===== src/rtl/mem_arbiter.sv =====
// Two-port round-robin arbiter sharing a single memory bus between the CPU (port 0)
// and the loader/debug DMA (port 1), with a fixed memory read latency.
module mem_arbiter #(
  parameter int AW      = 32,
  parameter int DW      = 32,
  parameter int MEM_LAT = 1
) (
  input  logic          clk,
  input  logic          reset,
  input  logic          r0_req,
  input  logic          r0_rw,
  input  logic [AW-1:0] r0_addr,
  input  logic [DW-1:0] r0_wdata,
  output logic          r0_ack,
  output logic [DW-1:0] r0_rdata,
  input  logic          r1_req,
  input  logic          r1_rw,
  input  logic [AW-1:0] r1_addr,
  input  logic [DW-1:0] r1_wdata,
  output logic          r1_ack,
  output logic [DW-1:0] r1_rdata,
  output logic          mem_en,
  output logic          mem_rw,
  output logic [AW-1:0] mem_addr,
  output logic [DW-1:0] mem_wdata,
  input  logic [DW-1:0] mem_rdata,
  output logic          busy,
  output logic          owner
);

  typedef enum logic [1:0] {IDLE, ISSUE, WAIT, ACK} state_t;

  localparam logic [3:0] LAT_LOAD = 4'(MEM_LAT - 1);

  state_t     state;
  logic       last;
  logic [3:0] wait_cnt;
  logic       gnt;

  function automatic logic [3:0] dec_sat(input logic [3:0] c);
    return (c == 4'd0) ? 4'd0 : c - 4'd1;
  endfunction

  // On a tie the port that did not win last time goes first.
  function automatic logic pick_port(input logic q0, input logic q1, input logic lst);
    if (q0 && q1) return ~lst;
    return q1;
  endfunction

  assign gnt = pick_port(r0_req, r1_req, last);

  always_ff @(posedge clk or negedge reset) begin
    if (!reset) begin
      state     <= IDLE;
      last      <= 1'b1;
      owner     <= 1'b0;
      busy      <= 1'b0;
      mem_en    <= 1'b0;
      mem_rw    <= 1'b0;
      mem_addr  <= '0;
      mem_wdata <= '0;
      wait_cnt  <= '0;
      r0_ack    <= 1'b0;
      r1_ack    <= 1'b0;
      r0_rdata  <= '0;
      r1_rdata  <= '0;
    end else begin
      case (state)
        IDLE: begin
          if (r0_req || r1_req) begin
            owner     <= gnt;
            last      <= gnt;
            mem_rw    <= gnt ? r1_rw    : r0_rw;
            mem_addr  <= gnt ? r1_addr  : r0_addr;
            mem_wdata <= gnt ? r1_wdata : r0_wdata;
            mem_en    <= 1'b1;
            busy      <= 1'b1;
            state     <= ISSUE;
          end
        end
        ISSUE: begin
          mem_en <= 1'b0;
          if (mem_rw) begin
            wait_cnt <= LAT_LOAD;
            state    <= WAIT;
          end else begin
            r0_ack <= ~owner;
            r1_ack <= owner;
            state  <= ACK;
          end
        end
        WAIT: begin
          if (wait_cnt == 4'd0) begin
            if (owner) r1_rdata <= mem_rdata;
            else       r0_rdata <= mem_rdata;
            r0_ack <= ~owner;
            r1_ack <= owner;
            state  <= ACK;
          end else begin
            wait_cnt <= dec_sat(wait_cnt);
          end
        end
        ACK: begin
          // Always return to IDLE so requesters can drop req before re-arbitration.
          r0_ack <= 1'b0;
          r1_ack <= 1'b0;
          busy   <= 1'b0;
          state  <= IDLE;
        end
        default: state <= IDLE;
      endcase
    end
  end

endmodule


===== config.mk =====
export PLATFORM = sky130hd
export DESIGN_NAME = mem_arbiter
export DESIGN_NICKNAME = d
export VERILOG_FILES = /design/src/rtl/mem_arbiter.sv
export SDC_FILE = /design/constraint.sdc
export NUM_CORES = 1
export LEC_CHECK = 0
export ABC_AREA = 1
export CAP_MARGIN = 20
export CORE_ASPECT_RATIO = 1.75
export CORE_MARGIN = 10
export CORE_UTILIZATION = 45
export CTS_CLUSTER_DIAMETER = 100
export DETAILED_ROUTE_END_ITERATION = 8
export GPL_ROUTABILITY_DRIVEN = 0
export PLACE_DENSITY = 0.9
export SYNTH_ARGS = -nofsm -noshare
export SYNTH_HDL_FRONTEND = slang
export SYNTH_SLANG_ARGS = --single-unit

===== constraint.sdc =====
create_clock -name clk -period 3.2 [get_ports clk]
set_clock_uncertainty 0.15 [all_clocks]
set_input_delay 0.64 -clock clk [delete_from_list [all_inputs] [get_ports clk]]
set_output_delay 0.64 -clock clk [all_outputs]
set_load 0.005 [all_outputs]

==> After elaboration in Yosys (flattened, before gate mapping) <==
Cells that the tools add are included.
{ "op_classes": {"bitwise_logic": 2, "n_reduce_logical": 16, "add_sub_neg": 1, "eq_ne": 8, "mux": 22} }
{ "op_table": {"columns": ["op", "n"], "rows": [
  ["$mux 32", 2],
  ["$reduce_and 3->1", 4],
  ["$mux 1", 10],
  ["$ne 2x2->1 const B", 5],
  ["$mux 4", 2],
  ["$pmux 2 s4", 1],
  ["$pmux 4 s2", 1],
  ["$reduce_and 2->1", 4],
  ["$pmux 1 s3", 2],
  ["$reduce_bool 2->1", 3],
  ["$eq 2x2->1 const B", 2],
  ["$logic_not 4->1", 1],
  ["$mux 2", 2],
  ["$pmux 1 s2", 2],
  ["$sub 4x1->4 const B", 1],
  ["$reduce_bool 3->1", 1],
  ["$eq 2x1->1 const B", 1],
  ["$logic_not 2->1", 1],
  ["$not 1->1", 2],
  ["$logic_and 1x1->1", 1],
  ["$logic_or 1x1->1", 1]
]} }
{ "totals": {"out_inout_bits": 134, "ff_bits": 141} }

==> Logic depth before layout (Yosys ltp) <==
{ "logic_depth": {"word_depth": 4, "depth_mapped": 9, "depth_no_buf": 8} }

==> Worst setup path before layout <==
Ideal clock, no wire load.
{ "synth_timing": {"kind": "reg-to-reg", "startpoint": "reg state[0]", "endpoint": "reg mem_addr[0]", "n_path_buf": 2, "slack_ns": 1.566, "stages_incl_launch_ff": 10, "t_required_ns": 2.926, "t_arrival_ns": 1.360, "cell_sequence": "dfrtp_1 inv_1 ha_1 inv_1 a21oi_4 inv_2 buf_2 buf_2 nand2_1 nand2_1"} }
{ "synth_between": {"elab_chain_len": 2} }
{ "synth_lines": {"columns": ["element", "line_no", "text"], "rows": [
  ["start, declared", "35", "state_t state;"],
  ["start signal, assigned", "54", "state <= IDLE;"],
  ["start signal, assigned", "78", "state <= ISSUE;"],
  ["start signal, assigned", "85", "state <= WAIT;"],
  ["$logic_not 2->1", "68", "case (state)"],
  ["$reduce_and 2->1 (no source line)", null, null],
  ["end signal, assigned", "74", "mem_addr <= gnt ? r1_addr : r0_addr;"],
  ["end, declared", "24", "output logic [AW-1:0] mem_addr,"]
]} }
No other way between the ends.
A chain may end at the register's enable or synchronous reset.

==> Final worst setup path <==
{ "layout_timing": {"startpoint": "reg state[0]", "endpoint": "reg r0_rdata[6]"} }
{ "layout_between": {"elab_chain_len": 2} }
{ "layout_lines": {"columns": ["element", "line_no", "text"], "rows": [
  ["$eq 2x2->1", "68", null],
  ["$reduce_and 3->1 (no source line)", null, null],
  ["end signal, assigned", "95", "else r0_rdata <= mem_rdata;"],
  ["end, declared", "15", "output logic [DW-1:0] r0_rdata,"]
]} }
No other way between the ends.

==> flow_summary.json <==
{
  "fin_crit_sh_pct": 70.4,
  "yosysTopAreaCell": "dfrtp_1",
  "rr_worst_depth": 4,
  "cts_buffers": 17,
  "ant_nets": 0,
  "die_y_microns": 177,
  "insertion_delay_ps": 400,
  "core_area_sq_um": 13800,
  "vias": 5989,
  "worstPathRequired_ps": 3340,
  "synth_cells": 744,
  "design_area_sq_um": 10100,
  "r2r_end": "r0_rdata[6]",
  "worstSetupEndpointType": "flop",
  "die_w_microns": 110,
  "area_growth_pct": 59.7,
  "syn_avg_cell_area_sq_um": 8.49,
  "finalSetupTns_ps": 0,
  "p_leak_uw": 0.00497,
  "grt-ovfl-total": 0,
  "fin_crit_ps": 2250,
  "r2r_start": "state[0]",
  "synth_area_sq_um": 6320,
  "cts_tree": "yes",
  "clk_transition_reported_paths_ps": 60,
  "grt_pass1_wl_mm": 32.4,
  "peakVddDrop_uv": 533,
  "cts.sinks": 141,
  "drt_iter0_drc": 302,
  "status": "finished, final reports clean",
  "setup-violations-final": 0,
  "fmax_ghz": 0.444,
  "slew_viol_final": 0,
  "final-hold-violation-count": 0,
  "layout-drive-gt1-share_pct": 4.89,
  "worstMarginPinSlew_ps": 781,
  "yosysUniqueCellTypes": 24,
  "drt_pass1_iterations": 4,
  "port_buffers": 299,
  "crit_type": "flop to flop",
  "post_cts_buffers": 0,
  "synth_top_area_share_pct": 55.4,
  "grt_use_total_pct": 21.3,
  "crit_path_start": "state[0]",
  "cp.arrival_ps": 2390,
  "ios": 300,
  "clk_path_buf_depth": 2,
  "seq_area_frac_synth_pct": 55.9,
  "drc": 0,
  "routedWlPerCell_microns": 17.2,
  "holdBufCountCts": 0,
  "maxSlewHeadroom_pct": 47.9,
  "rsz0062_at_grt": "no",
  "synth-seq-cells": 141,
  "num_rows": 57,
  "start_util_pct": 45.7,
  "grt_antenna_before_repair": 0,
  "vias_per_cell": 4.91,
  "dp_hpwl_mm": 15.9,
  "maxCapViolations": 0,
  "power_density_nw_per_um2": 958,
  "yosysWarnings": 0,
  "hold_path_class": "input port to async pin",
  "dieArea_sq_um": 19400,
  "cp-start-kind": "flop",
  "drt_wl_total_mm": 20.9,
  "grt_max_degree": 87,
  "dpl_cell_area_sq_um": 9430,
  "r2r_slack_ps": 950,
  "grt_pass1_vias": 6261,
  "h-tree-depth": 4,
  "cts-resized-gates": 0,
  "synth_fp_nets": 917,
  "ys_top_cells_by_area": "dfrtp_1, nand2_1, o211ai_1",
  "antenna_cells": 0,
  "nFillCells": 971,
  "cp_max_fo": 64,
  "cts-root-buf": "clkbuf_16",
  "fin_nets": 1203
}
-- final cells by class --
class,count,area (sq um),share of cell area [%]
multi-input cells,448,2160,21.4
clock inverters,14,229,2.27
repair buffers,308,3100,30.7
inverters,114,428,4.24
well taps,177,221,2.20
flip-flops and latches,141,3530,35.0
clock buffers,17,425,4.22
-- registers in the layout, indices dropped and copies added, names as in the netlist, 2 cells and up --
register   flops
mem_addr      32
mem_wdata     32
r0_rdata      32
r1_rdata      32
wait_cnt       4
state          2
-- critical path: stages (launching register included) --
cell,delay (ps)
dfrtp_1,440
inv_1,150
ha_1,380
nand3_4,560
o21ai_0,460
-- metrics by stage --
step                      util, %  power, uW  hold WS [ps]  std cells  setup slack (ps)
final                        72.9       9660           140       1219               947
after global routing         72.9      10300           199       1219               745
after CTS                    72.9       9780           175       1219               925
after detailed placement     68.2       7500           311       1188               715
after global placement       68.2       7300           306       1188               775
after floorplan                 -       4960           194        744              1570
-- cell families (layout without fill, tap and decap cells) --
family	Yosys count	count (layout)	synth area share [%]
buffers and inverters	155	453	10.1
adders and majority gates	7	7	1.39
DFF	141	141	55.9
AOI/OAI and AO/OA	140	140	13.9
xor gates and xnor gates	1	1	0.139
and+or+nand+nor	300	300	18.6
-- cell usage after synthesis, drive strengths merged --
| master | instances |
|---|---|
| o22ai | 2 |
| nand3b | 1 |
| nor3 | 1 |
| inv | 114 |
| nand2 | 286 |
| o211ai | 65 |
| clkbuf | 10 |
| nor2 | 2 |
| o21ai | 71 |
| xnor2 | 1 |
| ha | 7 |
| a21oi | 2 |
| dfstp | 1 |
| buf | 31 |
| nand4 | 1 |
| dfrtp | 140 |
| nand3 | 9 |
-- worst max path at each step --
stage,slack [ps],cells after the start,end
after floorplan,1570,9,mem_addr[0]
after global placement,780,7,mem_addr[19]
after detailed placement,710,7,mem_addr[6]
after CTS,930,4,r0_rdata[6]
after global routing,750,4,r0_rdata[12]
final,950,4,r0_rdata[6]
-- routing by layer --
metal | wire length (microns) | vias up | global-route usage [%]
met3 | 1480 | 45 | 5.43
met1 | 7600 | 2783 | 22.5
met4 | 818 | 0 | 9.97
met5 | 0 | - | 0
li1 | - | 2916 | -
met2 | 11000 | 245 | 37.9
-- power by group --
part / internal, uW / leakage [uW] / switching, uW / total, uW
Combinational: 2260 / 0.00292 / 1990 / 4240
Sequential: 2690 / 0.00173 / 535 / 3230
Clock: 1400 / 0.000313 / 790 / 2190
-- cells in the final DEF, fill, tap and decap left out, drive strengths merged --
cell           count
a21oi              2
buf               10
bufinv             5
clkbuf            17
clkdlybuf4s50    298
clkinv             1
clkinvlp           2
dfrtp            140
dfstp              1
ha                 7
inv              120
nand2            286
nand3              9
nand3b             1
nand4              1
nor2               2
nor3               1
o211ai            65
o21ai             71
o22ai              2
xnor2              1
No activity file was read; power rests on OpenSTA's default activity.
